--- config.mk ---
export PLATFORM = sky130hd
export DESIGN_NAME = alu_mc
export DESIGN_NICKNAME = d
export VERILOG_FILES = /design/src/rtl/alu_mc_pkg.sv /design/src/rtl/alu_mc_mdu_iter.sv /design/src/rtl/alu_mc.sv
export SDC_FILE = /design/constraint.sdc
export NUM_CORES = 2
export LEC_CHECK = 0
export ABC_CLOCK_PERIOD_IN_PS = 5000
export CAP_MARGIN = 20
export CORE_MARGIN = 5
export CORE_UTILIZATION = 60
export CTS_BUF_LIST = sky130_fd_sc_hd__clkbuf_4 sky130_fd_sc_hd__clkbuf_8 sky130_fd_sc_hd__clkbuf_16
export CTS_CLUSTER_DIAMETER = 60
export CTS_CLUSTER_SIZE = 24
export DETAILED_ROUTE_END_ITERATION = 12
export DONT_BUFFER_PORTS = 1
export PLACE_DENSITY = 0.79
export SLEW_MARGIN = 10
export SYNTH_ARGS = -nofsm -noshare
export SYNTH_HDL_FRONTEND = slang
export SYNTH_HIERARCHICAL = 1
export SYNTH_SLANG_ARGS = --single-unit
--- constraint.sdc ---
create_clock -name clk -period 5 [get_ports clk]
set_input_delay 0.75 -clock clk [delete_from_list [all_inputs] [get_ports clk]]
set_output_delay 0.75 -clock clk [all_outputs]
set_load 0.02 [all_outputs]
--- src/rtl/alu_mc_pkg.sv ---
// Shared ALU operation codes, FSM state type and small decode helpers for alu_mc.
package alu_mc_pkg;

   localparam int unsigned OP_W = 5;

   localparam logic [OP_W-1:0] ALUOp_NOP   = 5'd0;
   localparam logic [OP_W-1:0] ALUOp_LUI   = 5'd1;
   localparam logic [OP_W-1:0] ALUOp_ADD   = 5'd2;
   localparam logic [OP_W-1:0] ALUOp_SUB   = 5'd3;
   localparam logic [OP_W-1:0] ALUOp_AND   = 5'd4;
   localparam logic [OP_W-1:0] ALUOp_OR    = 5'd5;
   localparam logic [OP_W-1:0] ALUOp_SLT   = 5'd6;
   localparam logic [OP_W-1:0] ALUOp_SLTU  = 5'd7;
   localparam logic [OP_W-1:0] ALUOp_ADDU  = 5'd8;
   localparam logic [OP_W-1:0] ALUOp_SUBU  = 5'd9;
   localparam logic [OP_W-1:0] ALUOp_XOR   = 5'd10;
   localparam logic [OP_W-1:0] ALUOp_NOR   = 5'd11;
   localparam logic [OP_W-1:0] ALUOp_SLL   = 5'd12;
   localparam logic [OP_W-1:0] ALUOp_SRL   = 5'd13;
   localparam logic [OP_W-1:0] ALUOp_SRA   = 5'd14;
   localparam logic [OP_W-1:0] ALUOp_EQL   = 5'd15;
   localparam logic [OP_W-1:0] ALUOp_NE    = 5'd16;
   localparam logic [OP_W-1:0] ALUOp_MULT  = 5'd17;
   localparam logic [OP_W-1:0] ALUOp_MULTU = 5'd18;
   localparam logic [OP_W-1:0] ALUOp_DIV   = 5'd19;
   localparam logic [OP_W-1:0] ALUOp_DIVU  = 5'd20;
   localparam logic [OP_W-1:0] ALUOp_MFHI  = 5'd21;
   localparam logic [OP_W-1:0] ALUOp_MFLO  = 5'd22;

   typedef enum logic [1:0] {
      S_IDLE = 2'd0,
      S_DONE = 2'd1,
      S_MUL  = 2'd2,
      S_DIV  = 2'd3
   } state_t;

   function automatic logic is_mul_op(input logic [OP_W-1:0] op);
      return (op == ALUOp_MULT) || (op == ALUOp_MULTU);
   endfunction

   function automatic logic is_div_op(input logic [OP_W-1:0] op);
      return (op == ALUOp_DIV) || (op == ALUOp_DIVU);
   endfunction

endpackage

--- src/rtl/alu_mc_mdu_iter.sv ---
// Shared iterative datapath: radix-2 shift-add multiply and restoring divide.
// Results on hi/lo are valid combinationally in the cycle that done is high.
module mdu_iter #(
   parameter int unsigned WIDTH = 32,
   parameter int unsigned CNT_W = $clog2(WIDTH + 1)
) (
   input  logic             clk,
   input  logic             rstn,
   input  logic             start,
   input  logic             is_div,
   input  logic             is_signed,
   input  logic [WIDTH-1:0] a,
   input  logic [WIDTH-1:0] b,
   input  logic             kill,
   output logic             done,
   output logic [WIDTH-1:0] hi,
   output logic [WIDTH-1:0] lo
);

   logic [WIDTH-1:0] hi_q, lo_q, b_q, a_raw_q;
   logic [CNT_W-1:0] cnt_q;
   logic             run_q, div_q, neg_q, neg_rem_q, div0_q;

   logic             a_neg, b_neg, ge;
   logic [WIDTH:0]   add_s;
   logic [WIDTH-1:0] rem_sh, diff, nxt_hi, nxt_lo;
   logic [2*WIDTH-1:0] prod;

   assign a_neg = is_signed && a[WIDTH-1];
   assign b_neg = is_signed && b[WIDTH-1];
   assign done  = run_q && (cnt_q == CNT_W'(WIDTH - 1));

   // One iteration step, plus sign/special-case fixup of the would-be final value
   always_comb begin
      add_s  = {1'b0, hi_q} + (lo_q[0] ? {1'b0, b_q} : '0);
      rem_sh = {hi_q[WIDTH-2:0], lo_q[WIDTH-1]};
      ge     = {hi_q, lo_q[WIDTH-1]} >= {1'b0, b_q};
      diff   = rem_sh - b_q;
      if (div_q) begin
         nxt_hi = ge ? diff : rem_sh;
         nxt_lo = {lo_q[WIDTH-2:0], ge};
      end else begin
         nxt_hi = add_s[WIDTH:1];
         nxt_lo = {add_s[0], lo_q[WIDTH-1:1]};
      end
      prod = neg_q ? -{nxt_hi, nxt_lo} : {nxt_hi, nxt_lo};
      hi   = prod[2*WIDTH-1:WIDTH];
      lo   = prod[WIDTH-1:0];
      if (div_q) begin
         if (div0_q) begin
            hi = a_raw_q;
            lo = '1;
         end else begin
            hi = neg_rem_q ? -nxt_hi : nxt_hi;
            lo = neg_q ? -nxt_lo : nxt_lo;
         end
      end
   end

   always_ff @(posedge clk or negedge rstn) begin
      if (!rstn) begin
         hi_q      <= '0;
         lo_q      <= '0;
         b_q       <= '0;
         a_raw_q   <= '0;
         cnt_q     <= '0;
         run_q     <= 1'b0;
         div_q     <= 1'b0;
         neg_q     <= 1'b0;
         neg_rem_q <= 1'b0;
         div0_q    <= 1'b0;
      end else if (kill) begin
         run_q <= 1'b0;
         cnt_q <= '0;
      end else if (start) begin
         hi_q      <= '0;
         lo_q      <= a_neg ? -a : a;
         b_q       <= b_neg ? -b : b;
         a_raw_q   <= a;
         cnt_q     <= '0;
         run_q     <= 1'b1;
         div_q     <= is_div;
         neg_q     <= a_neg ^ b_neg;
         neg_rem_q <= a_neg;
         div0_q    <= (b == '0);
      end else if (run_q) begin
         hi_q <= nxt_hi;
         lo_q <= nxt_lo;
         if (done) begin
            run_q <= 1'b0;
            cnt_q <= '0;
         end else begin
            cnt_q <= cnt_q + CNT_W'(1);
         end
      end
   end

endmodule

--- src/rtl/alu_mc.sv ---
// Multi-cycle execute-stage ALU: single-cycle integer ops plus iterative
// multiply/divide into HI/LO, with valid/ready handshake and flush.
module alu_mc
   import alu_mc_pkg::*;
#(
   parameter int unsigned WIDTH = 32,
   parameter int unsigned CNT_W = $clog2(WIDTH + 1)
) (
   input  logic             clk,
   input  logic             rstn,
   input  logic             in_valid,
   output logic             in_ready,
   input  logic [4:0]       ALUOp,
   input  logic [WIDTH-1:0] A,
   input  logic [WIDTH-1:0] B,
   input  logic [4:0]       shamt,
   input  logic             flush,
   output logic             out_valid,
   output logic [WIDTH-1:0] C,
   output logic             zero,
   output logic             ovf,
   output logic             busy
);

   state_t           state_q, state_d;
   logic [WIDTH-1:0] c_q, c_d, hi_q, hi_d, lo_q, lo_d;
   logic             zero_q, zero_d, ovf_q, ovf_d, busy_q, busy_d;

   logic             op_mul, op_div, mdu_start, mdu_done;
   logic [WIDTH-1:0] mdu_hi, mdu_lo, sum, diff, alu_res;
   logic             alu_zero, alu_ovf;

   assign in_ready  = (state_q == S_IDLE);
   assign out_valid = (state_q == S_DONE) && !flush;
   assign C         = c_q;
   assign zero      = zero_q;
   assign ovf       = ovf_q;
   assign busy      = busy_q;

   assign op_mul    = is_mul_op(ALUOp);
   assign op_div    = is_div_op(ALUOp);
   assign mdu_start = in_valid && in_ready && !flush && (op_mul || op_div);
   assign sum       = A + B;
   assign diff      = A - B;

   mdu_iter #(.WIDTH(WIDTH), .CNT_W(CNT_W)) u_mdu (
      .clk       (clk),
      .rstn      (rstn),
      .start     (mdu_start),
      .is_div    (op_div),
      .is_signed ((ALUOp == ALUOp_MULT) || (ALUOp == ALUOp_DIV)),
      .a         (A),
      .b         (B),
      .kill      (flush),
      .done      (mdu_done),
      .hi        (mdu_hi),
      .lo        (mdu_lo)
   );

   // Single-cycle datapath; shifts operate on B (the rt operand)
   always_comb begin
      alu_res = '0;
      alu_ovf = 1'b0;
      case (ALUOp)
         ALUOp_ADD: begin
            alu_res = sum;
            alu_ovf = (A[WIDTH-1] == B[WIDTH-1]) && (sum[WIDTH-1] != A[WIDTH-1]);
         end
         ALUOp_SUB: begin
            alu_res = diff;
            alu_ovf = (A[WIDTH-1] != B[WIDTH-1]) && (diff[WIDTH-1] != A[WIDTH-1]);
         end
         ALUOp_ADDU: alu_res = sum;
         ALUOp_SUBU: alu_res = diff;
         ALUOp_AND:  alu_res = A & B;
         ALUOp_OR:   alu_res = A | B;
         ALUOp_XOR:  alu_res = A ^ B;
         ALUOp_NOR:  alu_res = ~(A | B);
         ALUOp_SLT:  alu_res = WIDTH'($signed(A) < $signed(B));
         ALUOp_SLTU: alu_res = WIDTH'(A < B);
         ALUOp_LUI:  alu_res = B << 16;
         ALUOp_SLL:  alu_res = B << shamt;
         ALUOp_SRL:  alu_res = B >> shamt;
         ALUOp_SRA:  alu_res = WIDTH'($signed(B) >>> shamt);
         ALUOp_MFHI: alu_res = hi_q;
         ALUOp_MFLO: alu_res = lo_q;
         default:    alu_res = '0;
      endcase
      if (ALUOp == ALUOp_EQL)     alu_zero = (A == B);
      else if (ALUOp == ALUOp_NE) alu_zero = (A != B);
      else                        alu_zero = (alu_res == '0);
   end

   // Next-state and registered-output logic; flush overrides everything
   always_comb begin
      state_d = state_q;
      c_d     = c_q;
      zero_d  = zero_q;
      ovf_d   = ovf_q;
      hi_d    = hi_q;
      lo_d    = lo_q;
      busy_d  = 1'b0;
      if (flush) begin
         state_d = S_IDLE;
      end else begin
         case (state_q)
            S_IDLE: begin
               if (in_valid) begin
                  if (op_mul) begin
                     state_d = S_MUL;
                     busy_d  = 1'b1;
                  end else if (op_div) begin
                     state_d = S_DIV;
                     busy_d  = 1'b1;
                  end else begin
                     state_d = S_DONE;
                     c_d     = alu_res;
                     zero_d  = alu_zero;
                     ovf_d   = alu_ovf;
                  end
               end
            end
            S_MUL, S_DIV: begin
               busy_d = 1'b1;
               if (mdu_done) begin
                  state_d = S_DONE;
                  c_d     = mdu_lo;
                  hi_d    = mdu_hi;
                  lo_d    = mdu_lo;
                  zero_d  = (mdu_lo == '0);
                  ovf_d   = 1'b0;
               end
            end
            default: state_d = S_IDLE;
         endcase
      end
   end

   always_ff @(posedge clk or negedge rstn) begin
      if (!rstn) begin
         state_q <= S_IDLE;
         c_q     <= '0;
         zero_q  <= 1'b0;
         ovf_q   <= 1'b0;
         hi_q    <= '0;
         lo_q    <= '0;
         busy_q  <= 1'b0;
      end else begin
         state_q <= state_d;
         c_q     <= c_d;
         zero_q  <= zero_d;
         ovf_q   <= ovf_d;
         hi_q    <= hi_d;
         lo_q    <= lo_d;
         busy_q  <= busy_d;
      end
   end

endmodule

==> tab_implementation.tex <==
\begin{tabular}{lr}
\hline
Metric & Value \\
\hline
\multicolumn{2}{l}{\textbf{Routing}} \\
Number of detailed-routing iterations run before antenna repair & 13 \\
Average wire per cell in the routed design & around 32 um \\
Met3 layer wire length in the routed design & approximately 22,000 um \\
Post-route met1 wirelength & between 50,000 and 60,000 um \\
DR top layer & met5 \\
Average vias per placed instance & 7.519 \\
Number of remaining DRC errors & 0 \\
Detailed Route Iter0 Violations & slightly above 6,000 \\
WL met2 & slightly above 60,000 um \\
Count of vias placed by the detailed router & $\sim$36,000 \\
Total Wirelength & 150,900 um \\
Antenna-violating nets left & 0 \\
\multicolumn{2}{l}{\textbf{Setup path}} \\
Sort of element at the start of the critical path & flip-flop \\
Crit Path Max Fanout & 15 \\
Critical Path Sink Type & flip-flop \\
Sum of buffers and inverters on the critical path & 2 \\
Cell family contributing the most delay on the critical path & compound AO/OA/AOI/OAI gates \\
Ordered list of cells on the worst path & inv\_1 -> ha\_4 -> a21oi\_2 -> nor2\_1 -> a2111oi\_4 -> nand2\_2 -> buf\_4 -> a211oi\_2 -> mux2i\_1 -> o21a\_1 -> ha\_1 -> o211ai\_1 -> nor2\_1 -> nand3\_1 -> or4\_1 -> mux2i\_1 -> o32ai\_1 -> mux2\_2 \\
Critical path data required time & around 5.5 ns \\
Crit path kind & flip-flop to flip-flop \\
Max stage delay cell, worst path & or4\_1 \\
Slowest cell delay on critical path & 0.56 ns \\
Data arrival at the endpoint of the critical path & around 5.4 ns \\
\multicolumn{2}{l}{\textbf{CTS}} \\
Clk Latency, worst-skew pair & 0.56 ns \\
Master cell of the clock root buffer & clkbuf\_16 \\
Max Buffers Root-to-Sink & 3 \\
Number of sinks on the clock net & between 200 and 250 \\
Clock-pin slew on the worst setup and hold paths & around 0.090 ns \\
TritonCTS clock tree & yes \\
Cts bufs inserted & 21 \\
Number of H-tree levels & 1 \\
\multicolumn{2}{l}{\textbf{Synthesis}} \\
Combined area of all synthesized cells & 0.03100 sq mm \\
Number of distinct library cell variants in the gate-level netlist after synthesis & $\sim$120 \\
Number of nets in the synthesized netlist & roughly 4,300 \\
Post-synth top area share & about a fifth \\
Share of synthesized area occupied by flip-flops and latches & approximately a fifth \\
Post-synth EDFFs & 0 \\
Yosys warning count & 6 \\
Mean instance size in the synthesized netlist & 7.667 sq um \\
Library cell with the highest instance count after synthesis & nand2\_1 \\
Number of register bits inferred by synthesis & 240 \\
Post-synth ARST share & 100.0\% \\
Cell count after synthesis & between 4,000 and 5,000 \\
Top post-synthesis cells by area & dfrtp\_1 19\%, ha\_1 6.9\%, nand2\_1 6.0\%, o21ai\_0 5.4\%, mux4\_2 4.5\% \\
Post-synth top area cell & dfrtp\_1 \\
List of most frequent post-synthesis cells & 492 x nand2\_1, 336 x o21ai\_0, 272 x nor2\_1, 240 x a21oi\_1, 240 x dfrtp\_1 \\
Most common flop cell mapped by yosys & dfrtp\_1 \\
\multicolumn{2}{l}{\textbf{Status}} \\
Status & complete, but fails checks \\
Violations in the final reports & hold timing \\
\multicolumn{2}{l}{\textbf{STA}} \\
Relative slew margins & between 10\% and 20\% \\
Hold Fails Final Rpt & between 200 and 250 \\
Shortest period the worst path allows & 4.988 ns \\
Setup ws final & between 0.01 and 0.015 ns \\
Transition time of the tightest slew-check pin & 1.220 ns \\
Max Clock Freq & between 200 and 250 MHz \\
Minimum hold slack & -0.1060 ns \\
Layout Skew & around 0.02 ns \\
Final Max Slew Viols & 0 \\
Number of endpoints failing setup at the final stage & 0 \\
Ratio of final minimum period to clock period & between 90 and 100\% \\
\multicolumn{2}{l}{\textbf{Pwr}} \\
Power Dens Cells & around 500 mW/mm\^{}2 \\
Leakage power total & about 15 nW \\
Peak supply drop & between 0.0002 and 0.0003 V \\
\multicolumn{2}{l}{\textbf{Placement}} \\
Global placer's final weighted congestion & between 1 and 1.5 \\
Detail Placement HPWL & 114,200 um \\
Pre-CTS worst setup slack & -0.2495 ns \\
I/O Buffers & 0 \\
\multicolumn{2}{l}{\textbf{Global routing}} \\
Total congestion overflow & 0 \\
Initial antenna violation count & 17 \\
First-pass GRT wire length & around 220,000 um \\
Via count of the first global-routing pass & roughly 33,000 \\
Pin count of the biggest net entering global routing & $\sim$240 \\
Total global-route track usage & between 50\% and 60\% \\
\multicolumn{2}{l}{\textbf{Floorplanning}} \\
Number of top-level pins & 115 \\
Core region area & 0.05130 sq mm \\
Die Height & between 200 and 250 um \\
Horiz. Die Dim & approximately 240 um \\
Count of standard-cell rows & 83 \\
Starting density of the core & roughly three fifths \\
Total Die Area & about 0.056 sq mm \\
\multicolumn{2}{l}{\textbf{Finish}} \\
Number of nets at the end of the flow & about 4,300 \\
Signed area change from the synthesized netlist to the final layout & 10.11\% \\
Fillers & about 4,500 \\
Share of final-layout standard cells stronger than drive strength 1 & around 16\% \\
\multicolumn{2}{l}{\textbf{Flow run}} \\
Maxcap violations & 0 \\
\multicolumn{2}{l}{\textbf{Hold path}} \\
Kind of path behind the tightest hold check & primary input to async pin \\
\hline
\end{tabular}
-- metal layers --
metal,global-route usage (%),vias to the layer above
met5,0,-
met4,35.67,10
li1,-,15100
met3,16.61,888
met2,74.02,3215
met1,62.39,16740
-- final cells by class --
class	instances	area [sq um]	share of cell area, %
multi-input combinational	3335	23530	68.94
sequential	240	6011	17.61
timing repair buffer	314	2365	6.927
tap	680	850.8	2.492
inverter	170	638.1	1.869
clock buffer	24	548.0	1.605
clock inverter	14	178.9	0.5241
antenna	5	12.51	0.03665
-- where the power goes --
part	leakage (nW)	internal [mW]	switching [mW]
Clock	0.351	0.858	0.943
Combinational	11.3	4.83	7.38
Sequential	3.16	2.35	0.548
Total	14.8	8.03	8.87
-- worst reg2reg max path, cell delays in order (launching register included) --
cell	delay, ns
dfrtp_1	0.39
inv_1	0.09
ha_4	0.22
a21oi_2	0.16
nor2_1	0.08
a2111oi_4	0.42
nand2_2	0.14
buf_4	0.22
a211oi_2	0.31
mux2i_1	0.37
o21a_1	0.27
ha_1	0.20
o211ai_1	0.27
nor2_1	0.31
nand3_1	0.31
or4_1	0.56
mux2i_1	0.15
o32ai_1	0.10
mux2_2	0.29
-- path summary, 6_finish.rpt --
path	start	end	slack [ns]	cells after the start
max	u_mdu/b_q[30]$_DFFE_PN0P_	hi_q[30]$_DFFE_PN0P_	0.01	18
min	rstn	u_mdu/b_q[12]$_DFFE_PN0P_	-0.11	0
max reg2reg	u_mdu/b_q[30]$_DFFE_PN0P_	hi_q[30]$_DFFE_PN0P_	0.01	18
min reg2reg	u_mdu/a_raw_q[5]$_DFFE_PN0P_	u_mdu/a_raw_q[5]$_DFFE_PN0P_	0.48	2
max in group asynchronous	rstn	C[22]$_DFFE_PN0P_	4.60	0
min in group clk	flush	state_q[0]$_DFFE_PN0P_	0.24	1
-- flip-flops by register name (all words and copies together), names as in the netlist --
register and count:
u_mdu/lo_q 32, C 32, u_mdu/run_q 1, u_mdu/b_q 32
u_mdu/a_raw_q 32, lo_q 32, state_q 2, hi_q 32
zero 1, u_mdu/neg_rem_q 1, u_mdu/div0_q 1, busy 1
u_mdu/div_q 1, u_mdu/cnt_q 6, u_mdu/neg_q 1, u_mdu/hi_q 32
ovf 1
-- cells in the final DEF (no fill, tap or decap), types with 39 or more instances in the layout --
| cell | n |
|---|---|
| a211oi_1 | 45 |
| and3_1 | 42 |
| mux4_2 | 62 |
| nand4_1 | 54 |
| a31oi_1 | 39 |
| buf_4 | 312 |
| mux2_2 | 93 |
| nor2_1 | 268 |
| nand3_1 | 90 |
| o21ai_0 | 328 |
| a22oi_1 | 49 |
| nor4_1 | 43 |
| dfrtp_1 | 238 |
| and2_1 | 51 |
| o211ai_1 | 53 |
| nand2_1 | 488 |
| xor2_1 | 75 |
| inv_1 | 164 |
| o31ai_1 | 44 |
| mux2i_1 | 127 |
| a21o_1 | 48 |
| ha_1 | 161 |
| nor3_1 | 133 |
| o21a_1 | 47 |
| xnor2_1 | 113 |
| a21oi_1 | 227 |
-- stage by stage --
stage | cell area (sq um) | instances | power (mW) | TNS, ns | utilization, %
finish | 34140 | 4782 | 16.90 | 0 | 66.54
global route | 34130 | 4777 | 17.55 | -0.2301 | 66.52
CTS | 33700 | 4761 | 15.94 | 0 | 65.68
detailed placement | 32900 | 4722 | 14.03 | -1.332 | 64.12
global placement | 32900 | 4722 | 13.90 | 0 | 64.12
floorplan | 31000 | 4044 | 9.902 | 0 | -
-- timing repair --
action                     CTS  global route
setup endpoints to repair   10            21
hold endpoints to repair   240           240
gates resized for setup     13            66
pin swaps                    1            21
buffers inserted             1            16
-- kinds of logic after synthesis --
group / synth area share, %
AO/OA/AOI/OAI: 27.61
XOR/XNOR: 5.311
adder cells (fa/ha/maj): 7.200
buffers and inverters: 6.078
flip-flops: 19.37
multiplexers: 12.12
AND/OR/NAND/NOR: 22.31
Power figures use the tool's default switching activity.
